===== src/rtl/result_display_if.sv =====
// rtl/result_display_if.sv - producer/display handshake bundle for result_display
//
// Purpose: groups the value/valid/ready input handshake and the display outputs
// of result_display into one bundle.
// Signals:
//   value     producer -> display  unsigned binary value to show
//   in_valid  producer -> display  value is valid this cycle
//   in_ready  display -> producer  converter idle, can accept a value
//   done      display -> producer  one-cycle pulse, new display data valid
//   overflow  display -> producer  last accepted value >= 10^DIGITS
//   bcd       display -> producer  packed BCD, digit i at [4i+3:4i]
//   hex       display -> producer  active-low segments, display i at [7i+6:7i]
interface result_display_if #(
  parameter int WIDTH  = 20,
  parameter int DIGITS = 6
);
  logic [WIDTH-1:0]    value;
  logic                in_valid;
  logic                in_ready;
  logic                done;
  logic                overflow;
  logic [4*DIGITS-1:0] bcd;
  logic [7*DIGITS-1:0] hex;

  modport master (
    output value, in_valid,
    input  in_ready, done, overflow, bcd, hex
  );

  modport slave (
    input  value, in_valid,
    output in_ready, done, overflow, bcd, hex
  );
endinterface


===== src/rtl/result_display.sv =====
// rtl/result_display.sv - binary to decimal seven-segment display driver
//
// Purpose: accepts an unsigned binary value over a valid/ready handshake,
// converts it to BCD with a one-bit-per-clock shift-and-add-3 engine and
// drives active-low seven-segment patterns, holding them until the next
// conversion completes.
// Ports:
//   clk    rising-edge clock
//   reset  synchronous, active-high reset
//   bus    result_display_if slave: value/in_valid in; in_ready, done,
//          overflow, bcd, hex out
module result_display #(
  parameter int WIDTH         = 20,
  parameter int DIGITS        = 6,
  parameter int BLANK_LEADING = 1
) (
  input  logic           clk,
  input  logic           reset,
  result_display_if.slave bus
);

  // One extra internal digit so values >= 10^DIGITS can be detected.
  localparam int NBCD = 4 * (DIGITS + 1);
  localparam int CW   = $clog2(WIDTH + 1);

  typedef enum logic [1:0] {
    IDLE,
    SHIFT,
    DONE
  } state_t;

  state_t              r_state;
  state_t              w_state_next;
  logic [WIDTH-1:0]    r_shreg;
  logic [NBCD-1:0]     r_bcd_int;
  logic [NBCD-1:0]     w_bcd_adj;
  logic [CW-1:0]       r_cnt;
  logic                r_done;
  logic                r_overflow;
  logic [4*DIGITS-1:0] r_bcd;
  logic [7*DIGITS-1:0] r_hex;
  logic [7*DIGITS-1:0] w_hex;
  logic                w_overflow;
  logic                w_lead_zero;
  logic                w_accept;
  logic                w_last_shift;

  function automatic logic [6:0] seg7(input logic [3:0] d);
    case (d)
      4'd0:    seg7 = 7'h40;
      4'd1:    seg7 = 7'h79;
      4'd2:    seg7 = 7'h24;
      4'd3:    seg7 = 7'h30;
      4'd4:    seg7 = 7'h19;
      4'd5:    seg7 = 7'h12;
      4'd6:    seg7 = 7'h02;
      4'd7:    seg7 = 7'h78;
      4'd8:    seg7 = 7'h00;
      4'd9:    seg7 = 7'h10;
      default: seg7 = 7'h7F;
    endcase
  endfunction

  assign w_accept     = (r_state == IDLE) && bus.in_valid;
  assign w_last_shift = (r_cnt == CW'(WIDTH - 1));

  always_ff @(posedge clk) begin
    if (reset) begin
      r_state <= IDLE;
    end else begin
      r_state <= w_state_next;
    end
  end

  always_comb begin
    w_state_next = r_state;
    case (r_state)
      IDLE:    if (w_accept) w_state_next = SHIFT;
      SHIFT:   if (w_last_shift) w_state_next = DONE;
      DONE:    w_state_next = IDLE;
      default: w_state_next = IDLE;
    endcase
  end

  // Add-3 correction applied to every digit before the shift.
  always_comb begin
    w_bcd_adj = r_bcd_int;
    for (int i = 0; i <= DIGITS; i++) begin
      if (r_bcd_int[4*i +: 4] >= 4'd5) begin
        w_bcd_adj[4*i +: 4] = r_bcd_int[4*i +: 4] + 4'd3;
      end
    end
  end

  // Segment patterns from the finished conversion; w_lead_zero tracks whether
  // the current digit and every digit above it are zero.
  always_comb begin
    w_overflow  = |r_bcd_int[4*DIGITS +: 4];
    w_hex       = '1;
    w_lead_zero = 1'b1;
    for (int i = DIGITS - 1; i >= 0; i--) begin
      w_lead_zero = w_lead_zero && (r_bcd_int[4*i +: 4] == 4'd0);
      if (w_overflow) begin
        w_hex[7*i +: 7] = 7'h3F;
      end else if ((BLANK_LEADING != 0) && (i != 0) && w_lead_zero) begin
        w_hex[7*i +: 7] = 7'h7F;
      end else begin
        w_hex[7*i +: 7] = seg7(r_bcd_int[4*i +: 4]);
      end
    end
  end

  always_ff @(posedge clk) begin
    if (reset) begin
      r_shreg    <= '0;
      r_bcd_int  <= '0;
      r_cnt      <= '0;
      r_done     <= 1'b0;
      r_overflow <= 1'b0;
      r_bcd      <= '0;
      r_hex      <= '1;
    end else begin
      r_done <= 1'b0;
      case (r_state)
        IDLE: begin
          if (w_accept) begin
            r_shreg   <= bus.value;
            r_bcd_int <= '0;
            r_cnt     <= '0;
          end
        end
        SHIFT: begin
          r_bcd_int <= {w_bcd_adj[NBCD-2:0], r_shreg[WIDTH-1]};
          r_shreg   <= r_shreg << 1;
          r_cnt     <= r_cnt + CW'(1);
        end
        DONE: begin
          r_bcd      <= r_bcd_int[4*DIGITS-1:0];
          r_overflow <= w_overflow;
          r_hex      <= w_hex;
          r_done     <= 1'b1;
        end
        default: begin
        end
      endcase
    end
  end

  assign bus.in_ready = (r_state == IDLE);
  assign bus.done     = r_done;
  assign bus.overflow = r_overflow;
  assign bus.bcd      = r_bcd;
  assign bus.hex      = r_hex;

endmodule


===== src/flat_wrapper.sv =====
// flat-port wrapper written by rule: the top's interface ports become plain ports
module result_display_flat 
#(
  parameter int WIDTH         = 20,
  parameter int DIGITS        = 6,
  parameter int BLANK_LEADING = 1
)
  (clk, reset, bus_value, bus_in_valid, bus_in_ready, bus_done, bus_overflow, bus_bcd, bus_hex);
  result_display_if #(.WIDTH(WIDTH), .DIGITS(DIGITS)) bus_i ();
  input  logic clk;
  input  logic reset;
  input wire logic [$bits(bus_i.value)-1:0] bus_value;
  input wire logic [$bits(bus_i.in_valid)-1:0] bus_in_valid;
  output wire logic [$bits(bus_i.in_ready)-1:0] bus_in_ready;
  output wire logic [$bits(bus_i.done)-1:0] bus_done;
  output wire logic [$bits(bus_i.overflow)-1:0] bus_overflow;
  output wire logic [$bits(bus_i.bcd)-1:0] bus_bcd;
  output wire logic [$bits(bus_i.hex)-1:0] bus_hex;
  assign bus_i.value = bus_value;
  assign bus_i.in_valid = bus_in_valid;
  assign bus_in_ready = bus_i.in_ready;
  assign bus_done = bus_i.done;
  assign bus_overflow = bus_i.overflow;
  assign bus_bcd = bus_i.bcd;
  assign bus_hex = bus_i.hex;
  result_display #(.WIDTH(WIDTH), .DIGITS(DIGITS), .BLANK_LEADING(BLANK_LEADING)) u_core (.clk(clk), .reset(reset), .bus(bus_i));
endmodule

===== config.mk =====
export PLATFORM = sky130hd
export DESIGN_NAME = result_display_flat
export DESIGN_NICKNAME = d
export VERILOG_FILES = /design/src/rtl/result_display_if.sv /design/src/rtl/result_display.sv /design/src/flat_wrapper.sv
export SDC_FILE = /design/constraint.sdc
export NUM_CORES = 1
export LEC_CHECK = 0
export BUFFER_PORTS_ARGS = -buffer_cell sky130_fd_sc_hd__buf_4
export CORE_MARGIN = 2
export CORE_UTILIZATION = 50
export CTS_CLUSTER_SIZE = 25
export DETAILED_ROUTE_END_ITERATION = 16
export GPL_TIMING_DRIVEN = 0
export HOLD_SLACK_MARGIN = 0.1
export PLACE_DENSITY_LB_ADDON = 0.05
export SLEW_MARGIN = 20
export SYNTH_ARGS = -nofsm -noshare
export SYNTH_HDL_FRONTEND = slang
export SYNTH_SLANG_ARGS = --single-unit
export TNS_END_PERCENT = 5

===== constraint.sdc =====
create_clock -name clk -period 2.6 [get_ports clk]
set_clock_uncertainty 0.05 [all_clocks]
set_input_delay 0.26 -clock clk [delete_from_list [all_inputs] [get_ports clk]]
set_output_delay 0.26 -clock clk [all_outputs]
set_load 0.02 [all_outputs]

## Yosys cells after proc, flatten, opt, wreduce, memory -nomap -nowiden

Memories as Yosys holds them, arrays and structs flattened. A register that Yosys moved wholly into a read port is not among the register bits.
Cells that the tools add are included.

- Flip-flop bits (word level): 123
- Bits in latches: 0
- RAM bits: 0
- Bits in read-only memories: 672
- Input port bits: 23
- Output and inout port bits: 69
- Logic and storage cells: 89
- Memories kept: 6

- $add $sub $neg: 8
- Multiply operators: 0
- Divide/modulo/power cells: 0
- $lt $le $gt $ge: 7
- Eq/ne operators: 5
- Shifts and indexed selects: 0
- Mux-type cells: 40
- Bitwise gates (word level): 0
- Reduce and logical (&&, ||, !) cells: 15

Memories:

| name | words | bits a word | read ports | clocked after Yosys merged registers in | wr ports | RTL line | text |
|---|---|---|---|---|---|---|---|
| (no name shown) | 16 | 7 | 1 | 1 | 0 | result_display.sv:49 | `case (d)` |
| (no name shown) | 16 | 7 | 1 | 1 | 0 | result_display.sv:49 |  |
| (no name shown) | 16 | 7 | 1 | 1 | 0 | result_display.sv:49 |  |
| (no name shown) | 16 | 7 | 1 | 1 | 0 | result_display.sv:49 |  |
| (no name shown) | 16 | 7 | 1 | 1 | 0 | result_display.sv:49 |  |
| (no name shown) | 16 | 7 | 1 | 1 | 0 | result_display.sv:49 |  |

Operator list:

| kind | count |
|---|---|
| $mux 7 | 11 |
| $mux 4 | 18 |
| $pmux 28 s2 | 1 |
| $pmux 20 s2 | 1 |
| $ge 4x3->1 const B | 7 |
| $mux 28 | 1 |
| $add 4x2->4 const B | 6 |
| $logic_not 4->1 | 5 |
| $mux 20 | 1 |
| $pmux 5 s2 | 1 |
| $add 5x1->5 const B | 1 |
| $eq 5x5->1 const B | 1 |
| $logic_and 1x1->1 | 5 |
| $mux 5 | 1 |
| $mux 2 | 2 |
| $ne 2x1->1 const B | 2 |
| $pmux 2 s2 | 1 |
| $reduce_and 2->1 | 2 |
| $reduce_or 4->1 | 1 |
| $add 3x2->3 const B | 1 |
| $mux 3 | 1 |
| $eq 2x1->1 const B | 1 |
| $eq 2x2->1 const B | 1 |
| $logic_not 2->1 | 1 |
| other kinds (2) | 2 |

## Longest topological paths before layout

- Word-level depth: 7
- Gate-level depth with buffers: 11
- Depth with buffers taken out: 11

## Worst setup path before layout

OpenSTA, ideal clock, no wires.

- Kind: register to register
- Start: register u_core.r_bcd_int[9]
- End: register with a tool-made name
- Library setup time: 0.079 ns
- Arrival: 2.049 ns
- Data required time: 2.471 ns
- Path slack: 0.423 ns
- Stages on the path, launching flop included: 12
- Buffers on the path: 0
- Period minus slack after synthesis: 2.177 ns
- Path through: dfxtp_1 -> inv_1 -> ha_1 -> nand2b_1 -> a21o_1 -> xnor2_1 -> a22oi_1 -> nor2_1 -> inv_1 -> ha_1 -> a221o_1 -> o211ai_1

RTL lines:

| item | RTL line | text |
|---|---|---|
| start, declared | result_display.sv:35 | `logic [NBCD-1:0] r_bcd_int;` |
| start signal, assigned | result_display.sv:133 | `r_bcd_int <= {w_bcd_adj[NBCD-2:0], r_shreg[WIDTH-1]};` |

==> reports/metrics.yaml <==
clock_tree:
  cts_made_buffers: 17
  tritoncts: "yes"
  cts_root_buf: "clkbuf_16"
  cts_setup_buffers: 0
  cts.sinks: 165
  htreeDepth: 4
  clock_path_buffers: 2
  clkTransAtPathRegs_ns: 0.07
  clk_latency_ns: 0.43
placed_design:
  port_buffers: 91
  place_hpwl_mm: 14.4
  gp_congestion: 0.927
  dp_slack_ns: -0.206
  placed_cells: 1131
yosys:
  netlist_area_mm2: 0.00746
  synth_cell_types: 73
  synth-async-reset-ratio: 0
  postSynthAreaPerCell_um2: 8.72
  ys_warn_count: 0
  synthFlopType: "dfxtp_1"
  post-synth-top-area-cell: "dfxtp_1"
  syn_inst: 856
  synth_top_area_frac: 0.443
  synth-seq-cells: 165
  yosysSeqAreaShare: 0.443
  synth_edf_count: 0
  ys_top_cells_by_area: "dfxtp_1 (44%), ha_1 (8.4%), nand2_1 (8.2%)"
  syn-num-nets: 929
timing:
  final.setup.worst_slack_ns: 0.112
  maxSlewViolCount: 0
  fin_crit_ns: 2.49
  max_slew_margin: 0.422
  post-route-period-util: 0.957
  grt_setup_unrepaired: "yes"
  hold_violations: 0
  fmax_ghz: 0.402
  worst_slew_pin_slew_ns: 0.868
  finalSetupViolCount: 0
  holdWs_ns: 0.145
  fin_setup_tns_ns: 0
global_route:
  grt_usage: 0.250
  grt_max_degree: 17
  antenna_found_initial: 0
  grt_pass1_wl_mm: 31.5
  grt-ovfl-total: 0
  grt_pass1_vias: 6208
power:
  power.switching_mw: 1.17
  pwr-share-seq: 0.499
  p_clk_frac: 0.451
  intPower_mw: 4.01
  combPwrFrac: 0.050
  power_density_mw_per_mm2: 569
  peakVddDrop_mv: 0.508
  p_sw_frac: 0.226
  leakagePower_nw: 3.83
final_layout:
  final_util: 0.626
  drive_gt1_frac: 0.184
  finalNetCount: 1053
  final_cell_mix: "dfxtp_1 (164), nand2_1 (163), buf_4 (96)"
  syn_to_final_growth_pct: 21.9
  final_cells: 1174
  antenna_cells: 0
  final_common_cell: "dfxtp_1"
min_path:
  worstHoldPathCells: 3
  min_path_type: "input pin to flop"
floorplan:
  start_util: 0.513
  ios: 92
  die_x_um: 126
  die_area_mm2: 0.0159
  die_h_um: 126
  rows: 44
  core_mm2: 0.0145
detailed_routing:
  drt-initial-drc-count: 474
  vias_per_cell: 5.65
  routed_wl_mm: 20.2
  drc: 0
  drtPass1Iterations: 5
  dr_wl_met3_mm: 1.18
  dr_total_vias: 6634
  wl_met1_mm: 8.85
  top_layer_used: "met4"
  ant_nets: 0
  wire_per_inst_um: 17.2
  wl_met2_mm: 9.51
setup_path:
  crit_fanout: 10
  required_ns: 2.93
  endpoint_kind: "flop"
  r2r_cells: 10
  worstPathArrival_ns: 2.81
  path_class: "flop to flop"
  start_kind: "flop"
outcome:
  status: "completed"
job:
  maxCapViolations: 0
-- power by group through the flow --
stage,Clock (mW),Combinational (mW),Sequential (mW)
after floorplan,0,0.142,2.63
after global placement,0,0.231,2.64
after detailed placement,0,0.236,2.64
after CTS,2.36,0.253,2.58
after global routing,2.48,0.277,2.58
final,2.34,0.258,2.58
-- repair_timing --
action                                 in CTS  in global routing
gates resized for setup                     1                 15
endpoints found under the hold margin      13                  0
hold buffers                               14                  0
setup endpoints to repair                   4                 24
-- worst max-delay path, cell delays in order (launching register included) --
cell	delay (ns)
dfxtp_1	0.34
buf_4	0.21
o21ba_2	0.25
nor2_4	0.17
buf_6	0.19
buf_4	0.20
a22o_1	0.24
inv_1	0.11
ha_1	0.32
nor3b_1	0.22
o21a_1	0.13
-- through the flow --
stage	total power [mW]	cell area, µm²
after floorplan	2.77	7460
after global placement	2.87	8380
final	5.18	9090
after CTS	5.20	9060
after global routing	5.34	9090
after detailed placement	2.87	8380
-- cell families after synthesis --
family,after synthesis,share of synthesized area
buffers and inverters,107,0.0619
AND/OR/NAND/NOR,286,0.173
multiplexers,8,0.0111
AO/OA/AOI/OAI,233,0.219
adder cells (fa/ha/maj),50,0.0838
XOR/XNOR,7,0.00822
flip-flops,165,0.443
-- synth_stat cells, drive strengths merged (2+ instances only) --
cell,n
mux2,2
nand3,16
or3,5
a31oi,9
a32oi,2
o21ai,32
o211a,3
o221a,4
dfxtp,165
nor3b,13
o211ai,3
or3b,2
buf,31
o221ai,4
a221oi,6
nand2,163
inv,53
nor2,49
a22o,9
and3,3
or2,2
o21a,9
a21o,4
nor3,11
a22oi,8
a311oi,14
clkbuf,23
o31a,3
ha,50
a31o,4
a211oi,5
mux2i,6
a21oi,58
a221o,4
xnor2,6
and2,2
o22a,6
a211o,4
nand2b,12
o22ai,32
a2111oi,3
nand4,2
-- layer usage --
metal	track usage	vias to the layer above
met5	0	-
li1	-	3237
met3	0.0463	46
met2	0.410	214
met4	0.125	0
met1	0.317	3137
-- cell type report --
| class | instances | area (µm²) |
|---|---|---|
| clock inverters | 8 | 78.8 |
| multi-input cells | 584 | 3730 |
| plain buffers | 54 | 269 |
| well taps | 184 | 230 |
| clock buffers | 21 | 460 |
| fillers | 1263 | 5440 |
| repair buffers | 105 | 823 |
| inverters | 53 | 199 |
| flip-flops and latches | 165 | 3300 |
-- worst paths after layout --
kind / from / slack [ns] / endpoint
setup reg to reg: u_core.r_state[0]$_SDFFE_PP0P_ / 0.11 / flop
hold reg to reg: flop / 0.39 / u_core.bus.hex[37]$_SDFFE_PP1P_
setup / recovery: u_core.r_state[0]$_SDFFE_PP0P_ / 0.11 / flop
hold / removal: bus_value[14] / 0.14 / u_core.r_shreg[14]$_SDFFE_PP0N_
Power figures use the tool's default switching activity.
